$ cat src/rtl/lcd_arbiter_if.sv
// LCD bus as seen between the arbiter (master) and lcd_interface (slave).
interface lcd_arbiter_if;
  logic        if_we;
  logic        if_wr;
  logic        if_rs;
  logic [15:0] if_data;
  logic        if_busy;
  logic        if_ok;

  modport master (output if_we, if_wr, if_rs, if_data, input if_busy, if_ok);
  modport slave  (input if_we, if_wr, if_rs, if_data, output if_busy, if_ok);
endinterface

$ cat src/rtl/lcd_arbiter.sv
// Shares the LCD bus between the init sequencer, the CPU and the fill engine.
// Optional macro LCD_ARB_FILL_EN enables arbitration of the fill-engine port.
module lcd_arbiter #(
  parameter int MAX_BURST     = 64,
  parameter int SETTLE_CYCLES = 1
) (
  input  logic        pclk,
  input  logic        rst,
  input  logic        init_finish,
  input  logic        init_we,
  input  logic        init_wr,
  input  logic        init_rs,
  input  logic [15:0] init_data,
  output logic        init_ok,
  input  logic        cpu_req,
  input  logic        cpu_we,
  input  logic        cpu_wr,
  input  logic        cpu_rs,
  input  logic [15:0] cpu_data,
  output logic        cpu_gnt,
  output logic        cpu_busy,
  output logic        cpu_ok,
  input  logic        fill_req,
  input  logic        fill_we,
  input  logic        fill_rs,
  input  logic [15:0] fill_data,
  output logic        fill_gnt,
  output logic        fill_busy,
  output logic        fill_ok,
  lcd_arbiter_if.master lcd
);
  typedef enum logic [1:0] {ST_INIT, ST_IDLE, ST_SETTLE, ST_GRANT} state_t;

  localparam logic [3:0] SETTLE_LD = 4'(SETTLE_CYCLES);
  localparam logic [7:0] BURST_MAX = 8'(MAX_BURST);

  state_t      state_q, state_d;
  logic        owner_q, owner_d;
  logic        last_q, last_d;
  logic [3:0]  settle_q, settle_d;
  logic [7:0]  burst_q, burst_d;
  logic        cpu_gnt_q, cpu_gnt_d;
  logic        fill_gnt_q, fill_gnt_d;

  logic        fill_req_eff;
  logic        limit_en;
  logic        own_req, other_req;
  logic        own_we, own_wr, own_rs;
  logic [15:0] own_data;
  logic        own_busy, own_ok;

`ifdef LCD_ARB_FILL_EN
  assign fill_req_eff = fill_req;
  assign limit_en     = 1'b1;
`else
  logic unused_fill_req;
  assign unused_fill_req = fill_req;
  assign fill_req_eff    = 1'b0;
  assign limit_en        = 1'b0;
`endif

  always_comb begin
    own_req   = owner_q ? fill_req_eff : cpu_req;
    other_req = owner_q ? cpu_req : fill_req_eff;
    own_we    = owner_q ? fill_we : cpu_we;
    own_wr    = owner_q ? 1'b1 : cpu_wr;
    own_rs    = owner_q ? fill_rs : cpu_rs;
    own_data  = owner_q ? fill_data : cpu_data;
  end

  // Bus routing and per-port status are combinational from state and owner.
  always_comb begin
    lcd.if_we   = 1'b0;
    lcd.if_wr   = 1'b1;
    lcd.if_rs   = 1'b0;
    lcd.if_data = 16'h0000;
    init_ok     = 1'b0;
    own_busy    = 1'b1;
    own_ok      = 1'b0;
    cpu_busy    = 1'b1;
    cpu_ok      = 1'b0;
    fill_busy   = 1'b1;
    fill_ok     = 1'b0;
    case (state_q)
      ST_INIT: begin
        lcd.if_we   = init_we;
        lcd.if_wr   = init_wr;
        lcd.if_rs   = init_rs;
        lcd.if_data = init_data;
        init_ok     = lcd.if_ok;
      end
      ST_SETTLE: begin
        lcd.if_wr   = own_wr;
        lcd.if_rs   = own_rs;
        lcd.if_data = own_data;
      end
      ST_GRANT: begin
        lcd.if_we   = own_we;
        lcd.if_wr   = own_wr;
        lcd.if_rs   = own_rs;
        lcd.if_data = own_data;
        // A pending re-init stalls the owner while its last transfer drains.
        own_busy    = init_finish ? lcd.if_busy : 1'b1;
        own_ok      = lcd.if_ok;
      end
      default: ;
    endcase
    if (state_q == ST_SETTLE || state_q == ST_GRANT) begin
      if (owner_q) begin
        fill_busy = own_busy;
        fill_ok   = own_ok;
      end else begin
        cpu_busy  = own_busy;
        cpu_ok    = own_ok;
      end
    end
  end

  always_comb begin
    state_d  = state_q;
    owner_d  = owner_q;
    last_d   = last_q;
    settle_d = settle_q;
    burst_d  = burst_q;
    case (state_q)
      ST_INIT: begin
        if (init_finish) state_d = ST_IDLE;
      end
      ST_IDLE: begin
        if (!init_finish) begin
          state_d = ST_INIT;
        end else if (cpu_req || fill_req_eff) begin
          // On a tie, the requester that did not own the bus last wins.
          owner_d  = (cpu_req && fill_req_eff) ? ~last_q : fill_req_eff;
          settle_d = SETTLE_LD;
          burst_d  = 8'd0;
          state_d  = ST_SETTLE;
        end
      end
      ST_SETTLE: begin
        settle_d = settle_q - 4'd1;
        if (!init_finish) state_d = ST_INIT;
        else if (settle_q <= 4'd1) state_d = ST_GRANT;
      end
      ST_GRANT: begin
        if (lcd.if_ok && burst_q != BURST_MAX) burst_d = burst_q + 8'd1;
        if (!init_finish) begin
          if (!lcd.if_busy) state_d = ST_INIT;
        end else if (!lcd.if_busy && !lcd.if_we &&
                     (!own_req || (limit_en && burst_q == BURST_MAX && other_req))) begin
          state_d = ST_IDLE;
          last_d  = owner_q;
        end
      end
      default: state_d = ST_INIT;
    endcase
    cpu_gnt_d  = (state_d == ST_SETTLE || state_d == ST_GRANT) && !owner_d;
    fill_gnt_d = (state_d == ST_SETTLE || state_d == ST_GRANT) &&  owner_d;
  end

  always_ff @(posedge pclk) begin
    if (rst) begin
      state_q    <= ST_INIT;
      owner_q    <= 1'b0;
      last_q     <= 1'b1;
      settle_q   <= 4'd0;
      burst_q    <= 8'd0;
      cpu_gnt_q  <= 1'b0;
      fill_gnt_q <= 1'b0;
    end else begin
      state_q    <= state_d;
      owner_q    <= owner_d;
      last_q     <= last_d;
      settle_q   <= settle_d;
      burst_q    <= burst_d;
      cpu_gnt_q  <= cpu_gnt_d;
      fill_gnt_q <= fill_gnt_d;
    end
  end

  assign cpu_gnt  = cpu_gnt_q;
  assign fill_gnt = fill_gnt_q;
endmodule

$ cat src/flat_wrapper.sv
// flat-port wrapper written by rule: the top's interface ports become plain ports
module lcd_arbiter_flat 
#(
  parameter int MAX_BURST     = 64,
  parameter int SETTLE_CYCLES = 1
)
  (pclk, rst, init_finish, init_we, init_wr, init_rs, init_data, init_ok, cpu_req, cpu_we, cpu_wr, cpu_rs, cpu_data, cpu_gnt, cpu_busy, cpu_ok, fill_req, fill_we, fill_rs, fill_data, fill_gnt, fill_busy, fill_ok, lcd_if_we, lcd_if_wr, lcd_if_rs, lcd_if_data, lcd_if_busy, lcd_if_ok);
  lcd_arbiter_if lcd_i ();
  input  logic pclk;
  input  logic rst;
  input  logic init_finish;
  input  logic init_we;
  input  logic init_wr;
  input  logic init_rs;
  input  logic [15:0] init_data;
  output logic init_ok;
  input  logic cpu_req;
  input  logic cpu_we;
  input  logic cpu_wr;
  input  logic cpu_rs;
  input  logic [15:0] cpu_data;
  output logic cpu_gnt;
  output logic cpu_busy;
  output logic cpu_ok;
  input  logic fill_req;
  input  logic fill_we;
  input  logic fill_rs;
  input  logic [15:0] fill_data;
  output logic fill_gnt;
  output logic fill_busy;
  output logic fill_ok;
  output wire logic [$bits(lcd_i.if_we)-1:0] lcd_if_we;
  output wire logic [$bits(lcd_i.if_wr)-1:0] lcd_if_wr;
  output wire logic [$bits(lcd_i.if_rs)-1:0] lcd_if_rs;
  output wire logic [$bits(lcd_i.if_data)-1:0] lcd_if_data;
  input wire logic [$bits(lcd_i.if_busy)-1:0] lcd_if_busy;
  input wire logic [$bits(lcd_i.if_ok)-1:0] lcd_if_ok;
  assign lcd_if_we = lcd_i.if_we;
  assign lcd_if_wr = lcd_i.if_wr;
  assign lcd_if_rs = lcd_i.if_rs;
  assign lcd_if_data = lcd_i.if_data;
  assign lcd_i.if_busy = lcd_if_busy;
  assign lcd_i.if_ok = lcd_if_ok;
  lcd_arbiter #(.MAX_BURST(MAX_BURST), .SETTLE_CYCLES(SETTLE_CYCLES)) u_core (.pclk(pclk), .rst(rst), .init_finish(init_finish), .init_we(init_we), .init_wr(init_wr), .init_rs(init_rs), .init_data(init_data), .init_ok(init_ok), .cpu_req(cpu_req), .cpu_we(cpu_we), .cpu_wr(cpu_wr), .cpu_rs(cpu_rs), .cpu_data(cpu_data), .cpu_gnt(cpu_gnt), .cpu_busy(cpu_busy), .cpu_ok(cpu_ok), .fill_req(fill_req), .fill_we(fill_we), .fill_rs(fill_rs), .fill_data(fill_data), .fill_gnt(fill_gnt), .fill_busy(fill_busy), .fill_ok(fill_ok), .lcd(lcd_i));
endmodule
$ cat config.mk
export PLATFORM = sky130hd
export DESIGN_NAME = lcd_arbiter_flat
export DESIGN_NICKNAME = d
export VERILOG_FILES = /design/src/rtl/lcd_arbiter_if.sv /design/src/rtl/lcd_arbiter.sv /design/src/flat_wrapper.sv
export SDC_FILE = /design/constraint.sdc
export NUM_CORES = 1
export LEC_CHECK = 0
export BUFFER_PORTS_ARGS = -buffer_cell sky130_fd_sc_hd__buf_2
export CORE_MARGIN = 1
export CORE_UTILIZATION = 42
export CTS_BUF_LIST = sky130_fd_sc_hd__clkbuf_16
export CTS_CLUSTER_SIZE = 24
export DETAILED_ROUTE_END_ITERATION = 8
export PLACE_DENSITY = 0.95
export SYNTH_ARGS = -nofsm -noshare
export SYNTH_HDL_FRONTEND = slang
export SYNTH_SLANG_ARGS = --single-unit
$ cat constraint.sdc
create_clock -name pclk -period 5.1 [get_ports pclk]
set_clock_uncertainty 0.2 [all_clocks]
set_input_delay 1.02 -clock pclk [delete_from_list [all_inputs] [get_ports pclk]]
set_output_delay 1.02 -clock pclk [all_outputs]
set_load 0.05 [all_outputs]
==> qor.csv <==
stage,metric,value,unit
synth,post_synth_inst_count,147,
sta,period_minus_slack,3.42,ns
flow_run,count_of_maximum_capacitance_violations,0,
worst_setup_path,timing.reg2reg.worst_path_depth,5,
routing,num_vias,1387,
power_and_ir_drop,cellLeakagePower,0.821,nW
sta,hold_violations,0,
floorplanning,die_span_y,53.1,um
sta,max_freq,292,MHz
floorplanning,die_w,53.1,um
synth,synth_largest_type_area_fraction,16.4,%
worst_setup_path,worstPathArrival,2.20,ns
sta,setup_viol,0,
floorplanning,rows,18,
finish,n_antenna_cell,0,
synth,synth_compound_gate_area_share,24.7,%
sta,final_min_period_over_clock_period,67.1,%
clock_network,tritoncts_num_sinks,9,
synth,post-synth-top-area-cell,dfxtp_1,
clock_network,clkLatencyLatePin,0.23,ns
placement,place_hpwl,2580,um
clock_network,max-clock-path-buffers,2,
sta,worst_pin_slew,0.777,ns
power_and_ir_drop,power_share_of_the_combinational_group,78.7,%
synth,yosys_warn_count,0,
power_and_ir_drop,netSwitchingPower,0.759,mW
synth,synth_adder_area_share,7.97,%
clock_network,tritoncts_clock_tree,yes,
synth,synth_xor_area_share,0,%
synth,synth_flop_cell,dfxtp_1,
sta,tns,0,ns
clock_network,htree_num_levels,1,
synth,postSynth.asyncResetShare,0,%
synth,syn-mean-instance-area,7.47,sq um
hold_path,hold_path.class,flop to flop,
clock_network,root_buffer,clkbuf_16,
status,status,finished clean,
synth,mappedNetlistNets,217,
finish,finalCoreUtilization,64.7,%
synth,synth_cell_type_count,38,
sta,relSlewSlack,48.2,%
sta,setup_repair_after_global_routing_missed_its_margin,false,
finish,finalNetCount,299,
routing,route.final.wire_length,3300,um
routing,drt-initial-drc-count,25,
floorplanning,initial_core_utilization,44.3,%
synth,synthMuxAreaShare,19.4,%
clock_network,number_of_buffers_added_by_the_clock_tree_synthesis_step,3,
worst_setup_path,startpoint_type,flop,
synth,main_combinational_cell_family_by_area_after_synthesis,compound AO/OA/AOI/OAI gates,
worst_setup_path,timing.critical_path.required,3.88,ns
synth,syn-cell-area,1100,sq um
global_routing,gr-total-overflow,0,
power_and_ir_drop,power.internal,0.454,mW
routing,final_antenna_net_count,0,
global_routing,grt_first_pass_wirelength,4970,um
hold_path,cell_count_of_the_worst_hold_path,2,
floorplanning,area_of_the_placeable_core,2480,sq um
finish,final_layout_size_suffix_gt1_share,44.3,%
clock_network,ctsHoldBuffers,0,
global_routing,grt_pass1_vias,1190,
routing,via_per_inst,5.38,
synth,synth.most_common_cell,nor2_1,
synth,post_synth_main_area_contributors,"dfxtp_1 (16%), a22oi_1 (12%), mux2_1 (10%)",
routing,detail_route.drc_violations,0,
synth,post_synthesis_sequential_element_count,9,
worst_setup_path,type_of_the_worst_setup_path,flop to output port,
power_and_ir_drop,power_per_cell_area,757,nW/um^2
power_and_ir_drop,power_switching_share,62.6,%
global_routing,globalRouteTotalUtil,23.4,%
worst_setup_path,critPathMaxFanout,18,
floorplanning,ios,89,
synth,netlist_top_cells_count,"nor2_1 (23), a22oi_1 (17), nand2_1 (11)",
floorplanning,die_area,2820,sq um
sta,maxSlewViolCount,0,
power_and_ir_drop,share_clk_of_total_power,11.2,%
global_routing,antenna_found_initial,0,
power_and_ir_drop,vdd_drop_max,0.579,mV
worst_setup_path,cp-end-kind,output port,
placement,portBuffers,87,
synth,synth_edf_count,0,
routing,average_wire_per_cell_in_the_routed_design,12.8,um
global_routing,grt_max_degree,24,
finish,synthToLayoutAreaGrowth,45.9,%
clock_network,cts_resized,0,
placement,routability_congestion_estimate_from_global_placement,0.913,
power_and_ir_drop,seq_power_share,10.1,%
routing,drt_pass1_iterations,4,
clock_network,postCtsSetupRepairBufs,0,
clock_network,worst_setup_hold_path_clk_slew,0.04,ns
synth,synth.yosys.seq_area_share,16.4,%
synth,fraction_of_the_mapped_netlist_area_in_simple_logic_gates,23.5,%
==> layout by cell type (no fill, tap or decap), types with 2 or more instances in the layout <==
cell / synthesis / layout
a21boi_1: 2 / 2
a21oi_1: 6 / 6
a22oi_1: 17 / 17
a2bb2oi_1: 2 / 2
buf_2: 2 / 87
clkbuf_16: 0 / 3
dfxtp_1: 9 / 9
ha_1: 7 / 7
inv_1: 8 / 9
mux2_1: 10 / 10
mux2_2: 8 / 8
nand2_1: 11 / 11
nand2b_1: 2 / 2
nand3_1: 3 / 3
nand3b_1: 3 / 3
nor2_1: 23 / 23
nor3_1: 3 / 3
o21ai_1: 4 / 4
==> per-layer routing <==
metal	share of wire [%]	global-route usage, %	up-vias
met5	0	0	-
li1	-	-	687
met1	45	30.9	643
met4	0.64	6.14	0
met3	3.9	2.87	4
met2	50	39.5	53
==> final timing paths <==
path	slack, ns	from	endpoint
min reg2reg	0.31	u_core.settle_q[3]	u_core.settle_q[3]
max reg2reg	2.86	u_core.state_q[0]	u_core.state_q[0]
min	0.31	u_core.settle_q[3]	u_core.settle_q[3]
max	1.68	u_core.state_q[0]	lcd_if_data[8]
==> flip-flops by register name (all words and copies together) (netlist names) <==
register         flops
u_core.cpu_gnt       1
u_core.state_q       2
u_core.fill_gnt      1
u_core.settle_q      4
u_core.owner_q       1
==> cells by family after synthesis <==
kind of cell,Yosys count
mux,19
simple gates,54
fa+ha+maj,7
flops,9
buf+inv,20
compound gates,38
==> power by group through the flow <==
stage          clock [mW]  combinational (mW)  sequential (mW)
2_1_floorplan           0               0.749            0.130
3_3_place_gp            0               0.933            0.121
3_5_place_dp            0               0.950            0.121
4_1_cts             0.137               0.955            0.122
5_1_grt             0.142                1.02            0.126
6_report            0.136               0.955            0.122
==> metrics by stage <==
step	hold slack [ns]	worst slack, ns	cells	total power [mW]	instance area, sq um
after floorplan	0.256	1.71	147	0.879	1100
after global placement	0.290	2.02	254	1.05	1520
after detailed placement	0.301	1.95	254	1.07	1520
after CTS	0.306	1.67	258	1.21	1600
after global routing	0.317	1.50	258	1.29	1600
final	0.307	1.68	258	1.21	1600
==> worst max-delay path, cell delays in order, from the launching register on <==
cell     delay [ns]
dfxtp_1        0.35
inv_1          0.12
ha_1           0.34
or2_1          0.56
a22oi_1        0.17
nor2_1         0.14
buf_2          0.28
==> area by class of cell <==
| class | count | area (sq um) |
|---|---|---|
| multi-input combinational | 118 | 830 |
| clock inverter | 1 | 3.75 |
| timing repair buffer | 88 | 443 |
| inverter | 9 | 33.8 |
| tap | 30 | 37.5 |
| fill | 214 | 875 |
| sequential | 9 | 180 |
| clock buffer | 3 | 75.1 |
No activity file was read; power rests on OpenSTA's default activity.
